File: config.mk
export PLATFORM = sky130hd
export DESIGN_NAME = irq_ctrl
export DESIGN_NICKNAME = d
export VERILOG_FILES = /design/src/rtl/irq_ctrl_pkg.sv /design/src/rtl/irq_sync_edge.sv /design/src/rtl/irq_ctrl.sv
export SDC_FILE = /design/constraint.sdc
export NUM_CORES = 1
export LEC_CHECK = 0
export BUFFER_PORTS_ARGS = -buffer_cell sky130_fd_sc_hd__buf_2
export CAP_MARGIN = 20
export CORE_MARGIN = 8
export CORE_UTILIZATION = 40
export CTS_BUF_LIST = sky130_fd_sc_hd__clkbuf_4 sky130_fd_sc_hd__clkbuf_8 sky130_fd_sc_hd__clkbuf_16
export DETAILED_ROUTE_END_ITERATION = 7
export PLACE_DENSITY = 0.57
export SLEW_MARGIN = 20
export SYNTH_ARGS = -nofsm -noshare
export SYNTH_HDL_FRONTEND = slang
export SYNTH_SLANG_ARGS = --single-unit
File: constraint.sdc
create_clock -name clk -period 3.78 [get_ports clk]
set_input_delay 0.189 -clock clk [delete_from_list [all_inputs] [get_ports clk]]
set_output_delay 0.189 -clock clk [all_outputs]
set_load 0.01 [all_outputs]
File: src/rtl/irq_ctrl_pkg.sv
// Shared constants, types and helpers for the irq_ctrl interrupt controller.
// The optional NMI build (IRQ_CTRL_NMI_EN) is resolved in the top module.
package irq_ctrl_pkg;

  localparam int N_SRC = 8;

  localparam logic [3:0] REG_PEND   = 4'h0;
  localparam logic [3:0] REG_MASK   = 4'h1;
  localparam logic [3:0] REG_MODE   = 4'h2;
  localparam logic [3:0] REG_VECTOR = 4'h3;
  localparam logic [3:0] REG_EOI    = 4'h4;
  localparam logic [3:0] REG_ISR    = 4'h5;

  localparam int VEC_VALID_BIT = 7;

  typedef enum logic {
    ST_IDLE   = 1'b0,
    ST_ASSERT = 1'b1
  } irq_state_e;

  typedef struct packed {
    logic       found;
    logic [2:0] idx;
  } cand_t;

  // Lowest set bit of v; bit 0 is the highest priority.
  function automatic cand_t lowest_set(input logic [N_SRC-1:0] v);
    cand_t c;
    c = '0;
    for (int i = N_SRC - 1; i >= 0; i--) begin
      if (v[i]) begin
        c.found = 1'b1;
        c.idx   = 3'(i);
      end
    end
    return c;
  endfunction

endpackage

File: src/rtl/irq_sync_edge.sv
// Per-source 2-flop synchronizer plus a delay flop for rising-edge detection.
module irq_sync_edge (
  input  logic clk,
  input  logic rst,
  input  logic async_i,
  output logic level_o,
  output logic rise_o
);

  logic meta_q;
  logic sync_q;
  logic dly_q;

  always_ff @(posedge clk or posedge rst) begin
    if (rst) begin
      meta_q <= 1'b0;
      sync_q <= 1'b0;
      dly_q  <= 1'b0;
    end else begin
      meta_q <= async_i;
      sync_q <= meta_q;
      dly_q  <= sync_q;
    end
  end

  assign level_o = sync_q;
  assign rise_o  = sync_q & ~dly_q;

endmodule

File: src/rtl/irq_ctrl.sv
// Eight-source prioritized interrupt controller with edge/level modes and nesting.
// Define IRQ_CTRL_NMI_EN to turn src[0] into an unmaskable edge NMI.
module irq_ctrl
  import irq_ctrl_pkg::*;
(
  input  logic             clk,
  input  logic             rst,
  input  logic [3:0]       AD,
  input  logic [7:0]       DI,
  output logic [7:0]       DO,
  input  logic             rw,
  input  logic             cs,
  input  logic [N_SRC-1:0] src,
  output logic             irq,
  output logic             nmi,
  output irq_state_e       fsm_state_o
);

`ifdef IRQ_CTRL_NMI_EN
  localparam logic [N_SRC-1:0] NMI_BIT = 8'h01;
`else
  localparam logic [N_SRC-1:0] NMI_BIT = 8'h00;
`endif
  localparam logic [N_SRC-1:0] CFG_BITS = ~NMI_BIT;

  logic [N_SRC-1:0] sync_lvl;
  logic [N_SRC-1:0] sync_rise;

  for (genvar g = 0; g < N_SRC; g++) begin : g_src
    irq_sync_edge u_sync (
      .clk     (clk),
      .rst     (rst),
      .async_i (src[g]),
      .level_o (sync_lvl[g]),
      .rise_o  (sync_rise[g])
    );
  end

  logic [N_SRC-1:0] pend_q, pend_d;
  logic [N_SRC-1:0] mask_q, mask_d;
  logic [N_SRC-1:0] mode_q, mode_d;
  logic [N_SRC-1:0] isr_q, isr_d;
  logic [7:0]       do_q, do_d;
  irq_state_e       state_q, state_d;

  logic             wr_en, rd_en, w1c, vec_rd, eoi_wr;
  logic [N_SRC-1:0] mode_eff, w1c_vec, ack_vec;
  logic [N_SRC-1:0] isr_low, isr_below, eligible;
  logic [7:0]       vec_word;
  logic             ack;
  cand_t            cand;

  assign wr_en  = cs & ~rw;
  assign rd_en  = cs & rw;
  assign w1c    = wr_en && (AD == REG_PEND);
  assign vec_rd = rd_en && (AD == REG_VECTOR);
  assign eoi_wr = wr_en && (AD == REG_EOI);

  assign mode_eff = mode_q | NMI_BIT;
  assign w1c_vec  = w1c ? DI : '0;

  // Only sources strictly above the highest-priority in-service one may nest.
  assign isr_low   = isr_q & (~isr_q + 8'd1);
  assign isr_below = isr_low - 8'd1;
  assign eligible  = pend_q & mask_q & ~isr_q & isr_below & CFG_BITS;
  assign cand      = lowest_set(eligible);

  assign ack     = vec_rd & cand.found;
  assign ack_vec = ack ? (8'd1 << cand.idx) : '0;

  always_comb begin
    vec_word                = '0;
    vec_word[VEC_VALID_BIT] = 1'b1;
    vec_word[2:0]           = cand.idx;
  end

  always_comb begin
    pend_d = (mode_eff & ((pend_q & ~w1c_vec & ~ack_vec) | sync_rise))
           | (~mode_eff & sync_lvl);
    mask_d = (wr_en && (AD == REG_MASK)) ? (DI & CFG_BITS) : mask_q;
    mode_d = (wr_en && (AD == REG_MODE)) ? (DI & CFG_BITS) : mode_q;
    isr_d  = isr_q;
    if (ack) begin
      isr_d = isr_q | ack_vec;
    end else if (eoi_wr) begin
      isr_d = isr_q & (isr_q - 8'd1);
    end
  end

  always_comb begin
    do_d = do_q;
    if (rd_en) begin
      case (AD)
        REG_PEND:   do_d = pend_q;
        REG_MASK:   do_d = mask_q;
        REG_MODE:   do_d = mode_q;
        REG_VECTOR: do_d = cand.found ? vec_word : 8'h00;
        REG_ISR:    do_d = isr_q;
        default:    do_d = 8'h00;
      endcase
    end
  end

  always_comb begin
    state_d = state_q;
    case (state_q)
      ST_IDLE:   if (cand.found && !vec_rd) state_d = ST_ASSERT;
      ST_ASSERT: if (vec_rd || !cand.found) state_d = ST_IDLE;
      default:   state_d = ST_IDLE;
    endcase
  end

  always_ff @(posedge clk or posedge rst) begin
    if (rst) begin
      pend_q  <= '0;
      mask_q  <= '0;
      mode_q  <= '0;
      isr_q   <= '0;
      do_q    <= '0;
      state_q <= ST_IDLE;
    end else begin
      pend_q  <= pend_d;
      mask_q  <= mask_d;
      mode_q  <= mode_d;
      isr_q   <= isr_d;
      do_q    <= do_d;
      state_q <= state_d;
    end
  end

  assign DO          = do_q;
  assign irq         = (state_q == ST_ASSERT);
  assign fsm_state_o = state_q;

`ifdef IRQ_CTRL_NMI_EN
  assign nmi = pend_q[0];
`else
  assign nmi = 1'b0;
`endif

endmodule

==> results of run 1 <==
## final timing paths
path	from	end	slack, ns	cells after the start
worst max-delay path	isr_q[0]	pend_q[7]	1.68	5
worst min-delay path	DI[2]	mask_q[2]	0.12	2
worst max register to register	isr_q[0]	pend_q[7]	1.68	5
worst min register to register	g_src[0].u_sync.meta_q	g_src[0].u_sync.level_o	0.34	0
max in group asynchronous	rst	fsm_state_o	2.40	4
min in group asynchronous	rst	g_src[7].u_sync.level_o	0.51	3
## area by class of cell
cell class,count,share of cell area
clock buffer,13,0.04834
clock inverter,3,0.01208
inverter,1,0.001133
multi-input combinational,165,0.3357
sequential,65,0.4909
tap,80,0.03021
timing repair buffer,44,0.08157
## synthesized netlist by cell type (4+ instances only)
cell type	number	area [um^2]
nand3_1	6	30.03
a222oi_1	8	80.08
a22o_1	4	35.03
a32o_1	4	40.04
nor2_1	8	30.03
nand2_1	48	180.2
mux2_2	20	225.2
a21oi_1	8	40.04
dfrtp_1	65	1627
a21o_1	6	45.04
## what timing repair did
action                                 4_1_cts  5_1_grt
setup endpoints to repair                    0        0
hold buffers                                 9        0
endpoints found under the hold margin       40        0
resized for setup                            0        0
## through the flow
stage | std cells | cell area [um^2] | hold WS, ns | setup WS (ns)
global placement | 346 | 3023 | 0.2962 | 1.718
global route | 371 | 3313 | 0.1168 | 1.584
finish | 371 | 3313 | 0.1176 | 1.682
floorplan | 236 | 2784 | 0.2204 | 1.911
CTS | 371 | 3313 | 0.1014 | 1.696
detailed placement | 346 | 3023 | 0.2983 | 1.719
## state kept, by name (all words and copies together), names as in the netlist
signal	count
g_src.u_sync.meta_q	8
DO	8
isr_q	8
fsm_state_o	1
g_src.u_sync.dly_q	8
mode_eff	8
g_src.u_sync.level_o	8
pend_q	8
mask_q	8
## logic make-up after synthesis
group                  Yosys count
AOI/OAI and AO/OA               54
other                            1
buffers and inverters            6
DFF                             65
and+or+nand+nor                 90
muxes                           20
## layout by cell type, fill, tap and decap left out, types with 2 or more instances in the layout
cell / instances
o21ai_0: 3
clkbuf_4: 3
nor2_1: 8
o221ai_1: 2
a222oi_1: 8
a21oi_1: 8
a22o_1: 4
a211o_1: 3
dfrtp_1: 65
o21bai_1: 2
dlygate4sd3_1: 9
or4_1: 3
o211ai_1: 2
nor4_1: 2
a21o_1: 6
buf_2: 33
a32o_1: 4
nand2b_1: 3
nor4bb_1: 2
nand2_1: 48
o21ai_1: 3
clkinv_2: 2
buf_4: 2
nand3_1: 6
and2_1: 3
nor3_1: 3
mux2_2: 20
clkbuf_8: 10
## power by group
group | switching, mW | internal, mW | total [mW]
registers | 0.0721 | 0.772 | 0.844
clock network | 0.246 | 0.343 | 0.589
logic | 0.153 | 0.126 | 0.279
total | 0.472 | 1.24 | 1.71
## critical path, stage by stage, from the launching register on
cell      delay (ns)
dfrtp_1         0.49
and3b_1         0.28
or4_4           0.61
nor2_8          0.20
nand4b_1        0.17
a22o_1          0.24
## layer usage
metal	share of wire	vias to the layer above	track usage	wire length (um)
met3	0.064	13	0.03282	427
li1	-	979	-	-
met5	0	-	0	0
met1	0.48	1034	0.2002	3246
met2	0.43	86	0.2107	2893
met4	0.020	0	0.07451	137
==> results.py, run 1 <==
metrics = {
    "run_status": {
        "status": "completed",
    },
    "global_route": {
        "grt_usage": 0.1462,
        "antenna_found_initial": 0,
        "first_global_vias": 2145,
        "grt_pass1_wl_mm": 11.34,
        "grt-ovfl-total": 0,
        "grt_max_degree": 34,
    },
    "place": {
        "gp_congestion": 0.8422,
        "dpl.hpwl_mm": 4.682,
        "port_buffers": 33,
    },
    "synthesis": {
        "async_flop_share": 1.000,
        "ys_warn_count": 0,
        "yosys.area_share.simple": 0.1663,
        "synth-xor-area-share": 0,
        "syn_inst": 236,
        "synthFlopType": "dfrtp_1",
        "ys_ff_latch": 65,
        "synth_adder_area_share": 0,
        "synth_edf_count": 0,
        "muxShareOfSynthArea": 0.08090,
        "syn_area_per_cell_um2": 11.80,
        "ys_types": 48,
        "synth_compound_area_frac": 0.1510,
        "seq_area_frac_synth": 0.5843,
        "synth_top_family_by_area": "simple AND/OR/NAND/NOR gates",
        "syn-cell-area_mm2": 0.002784,
        "synth_fp_nets": 260,
    },
    "worst_setup_path": {
        "crit_path_start_kind": "flip-flop",
        "cp_max_fo": 9,
        "crit_arrival_ns": 2.32,
        "critPathKind": "flip-flop to flip-flop",
        "cp_data_required_time_ns": 4.00,
        "crit_path_end_kind": "flip-flop",
    },
    "final_layout": {
        "layout-drive-gt1-share": 0.2680,
        "final_util": 0.4904,
        "ff_latch_area_mm2": 0.001627,
        "antennaDiodeCount": 0,
        "multiInputGateArea_mm2": 0.001112,
        "synthToLayoutAreaGrowth_pct": 19.01,
        "nFillCells": 630,
        "nNetsFinal": 310,
    },
    "route": {
        "drc_errors": 0,
        "wl_per_cell_um": 18.07,
        "first_iter_violations": 224,
        "ant_nets": 0,
        "vias": 2112,
        "drt-total-wl_mm": 6.705,
        "drtPass1Iterations": 6,
        "vias_per_cell": 5.693,
    },
    "clocking": {
        "cts_max_path_buffers": 2,
        "cts_max_level": 3,
        "clock_sinks": 65,
        "postCtsSetupBuffers": 0,
        "clkTransAtPathRegs_ns": 0.07,
        "root_buffer": "clkbuf_8",
        "clk_latency_ns": 0.33,
        "numCtsBuffers": 9,
        "cts_tree": "built",
    },
    "sta": {
        "fmax_mhz": 476.7,
        "finalSetupTns_ns": 0,
        "slew_headroom": 0.4552,
        "period_needed_ns": 2.098,
        "rsz0062_at_grt": "false",
        "finalClockSkew_ns": 0.004795,
        "fin_crit_sh": 0.5550,
        "worst_slew_pin_slew_ns": 0.8097,
        "finalSetupViolations": 0,
        "hold_viol": 0,
        "drv_slew": 0,
    },
    "floorplanning": {
        "die_area_mm2": 0.009885,
        "die_x_um": 99.43,
        "start_util": 0.4120,
        "ios": 35,
        "core_area_mm2": 0.006756,
        "die_y_um": 99.43,
        "rows": 30,
    },
    "power_and_ir_drop": {
        "power.total_mw": 1.713,
        "p_leak_nw": 1.543,
        "powerDensity_mw_per_mm2": 516.9,
        "irDropWorstVdd_mv": 0.1879,
    },
    "flow_run": {
        "cap_violations": 0,
    },
    "hold_path": {
        "hold_path.class": "primary input to flip-flop",
    },
}
Power figures use the tool's default switching activity.
==> inputs of run 2 (changes only) <==
--- a/config.mk
+++ b/config.mk
@@ -5,6 +5,7 @@
 export SDC_FILE = /design/constraint.sdc
 export NUM_CORES = 1
 export LEC_CHECK = 0
+export ABC_AREA = 1
 export BUFFER_PORTS_ARGS = -buffer_cell sky130_fd_sc_hd__buf_2
 export CAP_MARGIN = 20
 export CORE_MARGIN = 8
==> constraint.sdc (replaced) <==
create_clock -name clk -period 1.93 [get_ports clk]
set_input_delay 0.0965 -clock clk [delete_from_list [all_inputs] [get_ports clk]]
set_output_delay 0.0965 -clock clk [all_outputs]
set_load 0.01 [all_outputs]
==> run 2 against run 1 <==
Against the previous run: hold slack worse by 0.078 ns; flip-flop and latch count did not move; via count is 6.8% higher; critical path depth rose by 5; routed wire length down 2.2%; sequential power grew 90%; die area is 0.76% higher; critical path type unchanged.
==> results.py, run 2 <==
metrics = {
    "run_status": {
        "status": "completed",
    },
    "route": {
        "vias": 2255,
        "wl_per_cell_um": 13.78,
        "drtPass1Iterations": 4,
        "first_iter_violations": 90,
        "vias_per_cell": 4.737,
        "drt-total-wl_mm": 6.560,
        "drc_errors": 0,
        "ant_nets": 0,
    },
    "final_layout": {
        "instances_no_fill": 476,
        "nFillCells": 660,
        "layout_commonest_cell": "nand2_1",
        "nNetsFinal": 399,
        "mostFrequentLayoutCells": "121 x nand2_1, 65 x dfrtp_1, 33 x buf_2, 30 x o21ai_0, 27 x inv_1",
        "layout-drive-gt1-share": 0.1921,
        "synthToLayoutAreaGrowth_pct": 22.72,
        "final_util": 0.5074,
        "antennaDiodeCount": 0,
    },
    "sta": {
        "rsz0062_at_grt": "false",
        "finalSetupViolations": 0,
        "final.setup.worst_slack_ns": 0.1703,
        "hold_viol": 0,
        "fin_crit_sh": 0.9117,
        "worst_slew_pin_slew_ns": 0.5621,
        "slew_headroom": 0.6244,
        "drv_slew": 0,
        "period_needed_ns": 1.760,
        "finalSetupTns_ns": 0,
        "finalClockSkew_ns": 0.01047,
        "fmax_mhz": 568.3,
    },
    "power_and_ir_drop": {
        "clockPowerShare": 0.408,
        "combPwrFrac": 0.121,
        "switchingPower_mw": 0.8875,
        "irDropWorstVdd_mv": 0.5851,
        "powerDensity_mw_per_mm2": 987.6,
        "power.total_mw": 3.404,
        "power_frac_seq": 0.471,
        "p_leak_nw": 1.766,
        "intPower_mw": 2.517,
        "switching_share": 0.2607,
    },
    "synthesis": {
        "yosysTopAreaCellShare": 0.5791,
        "synthTopCellsByArea": "dfrtp_1 58%, nand2_1 16%, o21ai_0 5.3%",
        "ys_types": 30,
        "ys_top_cells_by_count": "121 x nand2_1, 65 x dfrtp_1, 30 x o21ai_0, 28 x inv_1, 12 x nor2_1",
        "seq_area_frac_synth": 0.5791,
        "syn_area_per_cell_um2": 8.696,
        "ys_warn_count": 0,
        "synth_fp_nets": 347,
        "syn-cell-area_mm2": 0.002809,
        "synthFlopType": "dfrtp_1",
        "yosysMostFrequentCell": "nand2_1",
        "ys_ff_latch": 65,
        "synth_largest_area_cell": "dfrtp_1",
        "async_flop_share": 1.000,
        "synth_edf_count": 0,
        "syn_inst": 323,
    },
    "floorplanning": {
        "die_area_mm2": 0.009960,
        "rows": 30,
        "die_x_um": 99.80,
        "die_y_um": 99.80,
        "ios": 35,
        "start_util": 0.4134,
        "core_area_mm2": 0.006794,
    },
    "place": {
        "dpl.cell_count": 451,
        "dpl.hpwl_mm": 4.729,
        "preCtsSetupSlack_ns": 0.1791,
        "gp_congestion": 0.8452,
        "port_buffers": 33,
    },
    "worst_setup_path": {
        "crit_buf_inv": 2,
        "crit_path_end_kind": "flip-flop",
        "cp_data_required_time_ns": 2.16,
        "r2r-start": "isr_q[1]",
        "critPathMaxStageDelay_ns": 0.42,
        "cp_top_family": "simple AND/OR/NAND/NOR gates",
        "crit_path_start_kind": "flip-flop",
        "crit_arrival_ns": 1.99,
        "path_cells": "nor2_4 > nand3_1 > nand2_1 > inv_2 > nand3_1 > inv_2 > nor2_1 > nand3_1 > nand2_1 > nand2_1",
        "worstSetupStartpoint": "isr_q[1]",
        "cp_max_fo": 5,
        "cpMaxStageDelayCell": "dfrtp_1",
        "critPathKind": "flip-flop to flip-flop",
    },
    "clocking": {
        "root_buffer": "clkbuf_8",
        "numCtsBuffers": 9,
        "cts_resized": 0,
        "clkTransAtPathRegs_ns": 0.07,
        "clock_sinks": 65,
        "cts_tree": "built",
        "cts_max_level": 3,
        "cts_max_path_buffers": 2,
        "clk_latency_ns": 0.34,
    },
    "flow_run": {
        "cap_violations": 0,
    },
    "global_route": {
        "grt-ovfl-total": 0,
        "first_global_vias": 2258,
        "antenna_found_initial": 0,
        "grt_max_degree": 66,
        "grt_usage": 0.1440,
        "grt_pass1_wl_mm": 11.12,
    },
    "hold_path": {
        "hold_path.class": "primary input to flip-flop",
        "worstHoldStart": "DI[3]",
    },
}
==> run 2: cell types whose count changed in the layout (fill, tap and decap cells not counted), moves of 7 or more <==
cell	change
nand2_1	+73
mux2_2	-20
a222oi_1	-8
inv_1	+27
a31oi_1	+7
o21ai_0	+27
==> run 2: cell families after synthesis <==
family / after synthesis / share of synthesized area
AND/OR/NAND/NOR: 164 / 0.2490
flip-flops: 65 / 0.5791
other: 1 / 0.001335
AO/OA/AOI/OAI: 53 / 0.1131
buffers and inverters: 40 / 0.05746
==> run 2: area by class of cell <==
type | count | area, um^2 | area share
clock buffers | 9 | 123.9 | 0.03593
clock inverters | 7 | 118.9 | 0.03448
inverters | 33 | 123.9 | 0.03593
multi-input cells | 218 | 1021 | 0.2962
flip-flops and latches | 65 | 1627 | 0.4719
well taps | 96 | 120.1 | 0.03485
repair buffers | 48 | 312.8 | 0.09074
==> run 2: final timing paths <==
kind	end	slack [ns]	cells past startpoint
max in group asynchronous	mode_eff[2]	1.30	4
worst max-delay path	pend_q[2]	0.17	10
worst max register to register	pend_q[2]	0.17	10
min in group asynchronous	g_src[0].u_sync.dly_q	0.35	4
worst min register to register	g_src[6].u_sync.level_o	0.34	0
worst min-delay path	mode_eff[3]	0.04	3
==> run 2: per-stage QoR <==
step           hold WS, ns  instance area, um^2
3_3_place_gp        0.1928                 3114
5_1_grt            0.02592                 3447
2_1_floorplan       0.1279                 2809
3_5_place_dp        0.1941                 3114
4_1_cts            0.02331                 3447
6_report           0.03925                 3447
==> run 2: worst reg2reg max path, stage by stage (launching register included) <==
cell and delay [ns]:
dfrtp_1 0.42, nor2_4 0.19, nand3_1 0.14, nand2_1 0.10, inv_2 0.06, nand3_1 0.09, inv_2 0.06, nor2_1 0.28
nand3_1 0.18, nand2_1 0.10, nand2_1 0.05
==> run 2: repair_timing <==
item | CTS | global route
endpoints found under the hold margin | 73 | 0
hold buffers | 9 | 0
setup buffers | 0 | 0
==> run 2: power by group through the flow <==
stage               sequential [mW]  clock, mW  combinational, mW
CTS                            1.60       1.43              0.419
global placement               1.63          0              0.398
detailed placement             1.63          0              0.404
finish                         1.60       1.39              0.412
global route                   1.63       1.48              0.472
floorplan                      1.61          0              0.281
==> run 2: per-layer routing <==
metal / up-vias / wire length [um] / global-route usage
li1: 1153 / - / -
met2: 48 / 2946 / 0.2134
met1: 1046 / 3154 / 0.1884
met5: - / 0 / 0
met3: 8 / 377 / 0.04360
met4: 0 / 81 / 0.06519
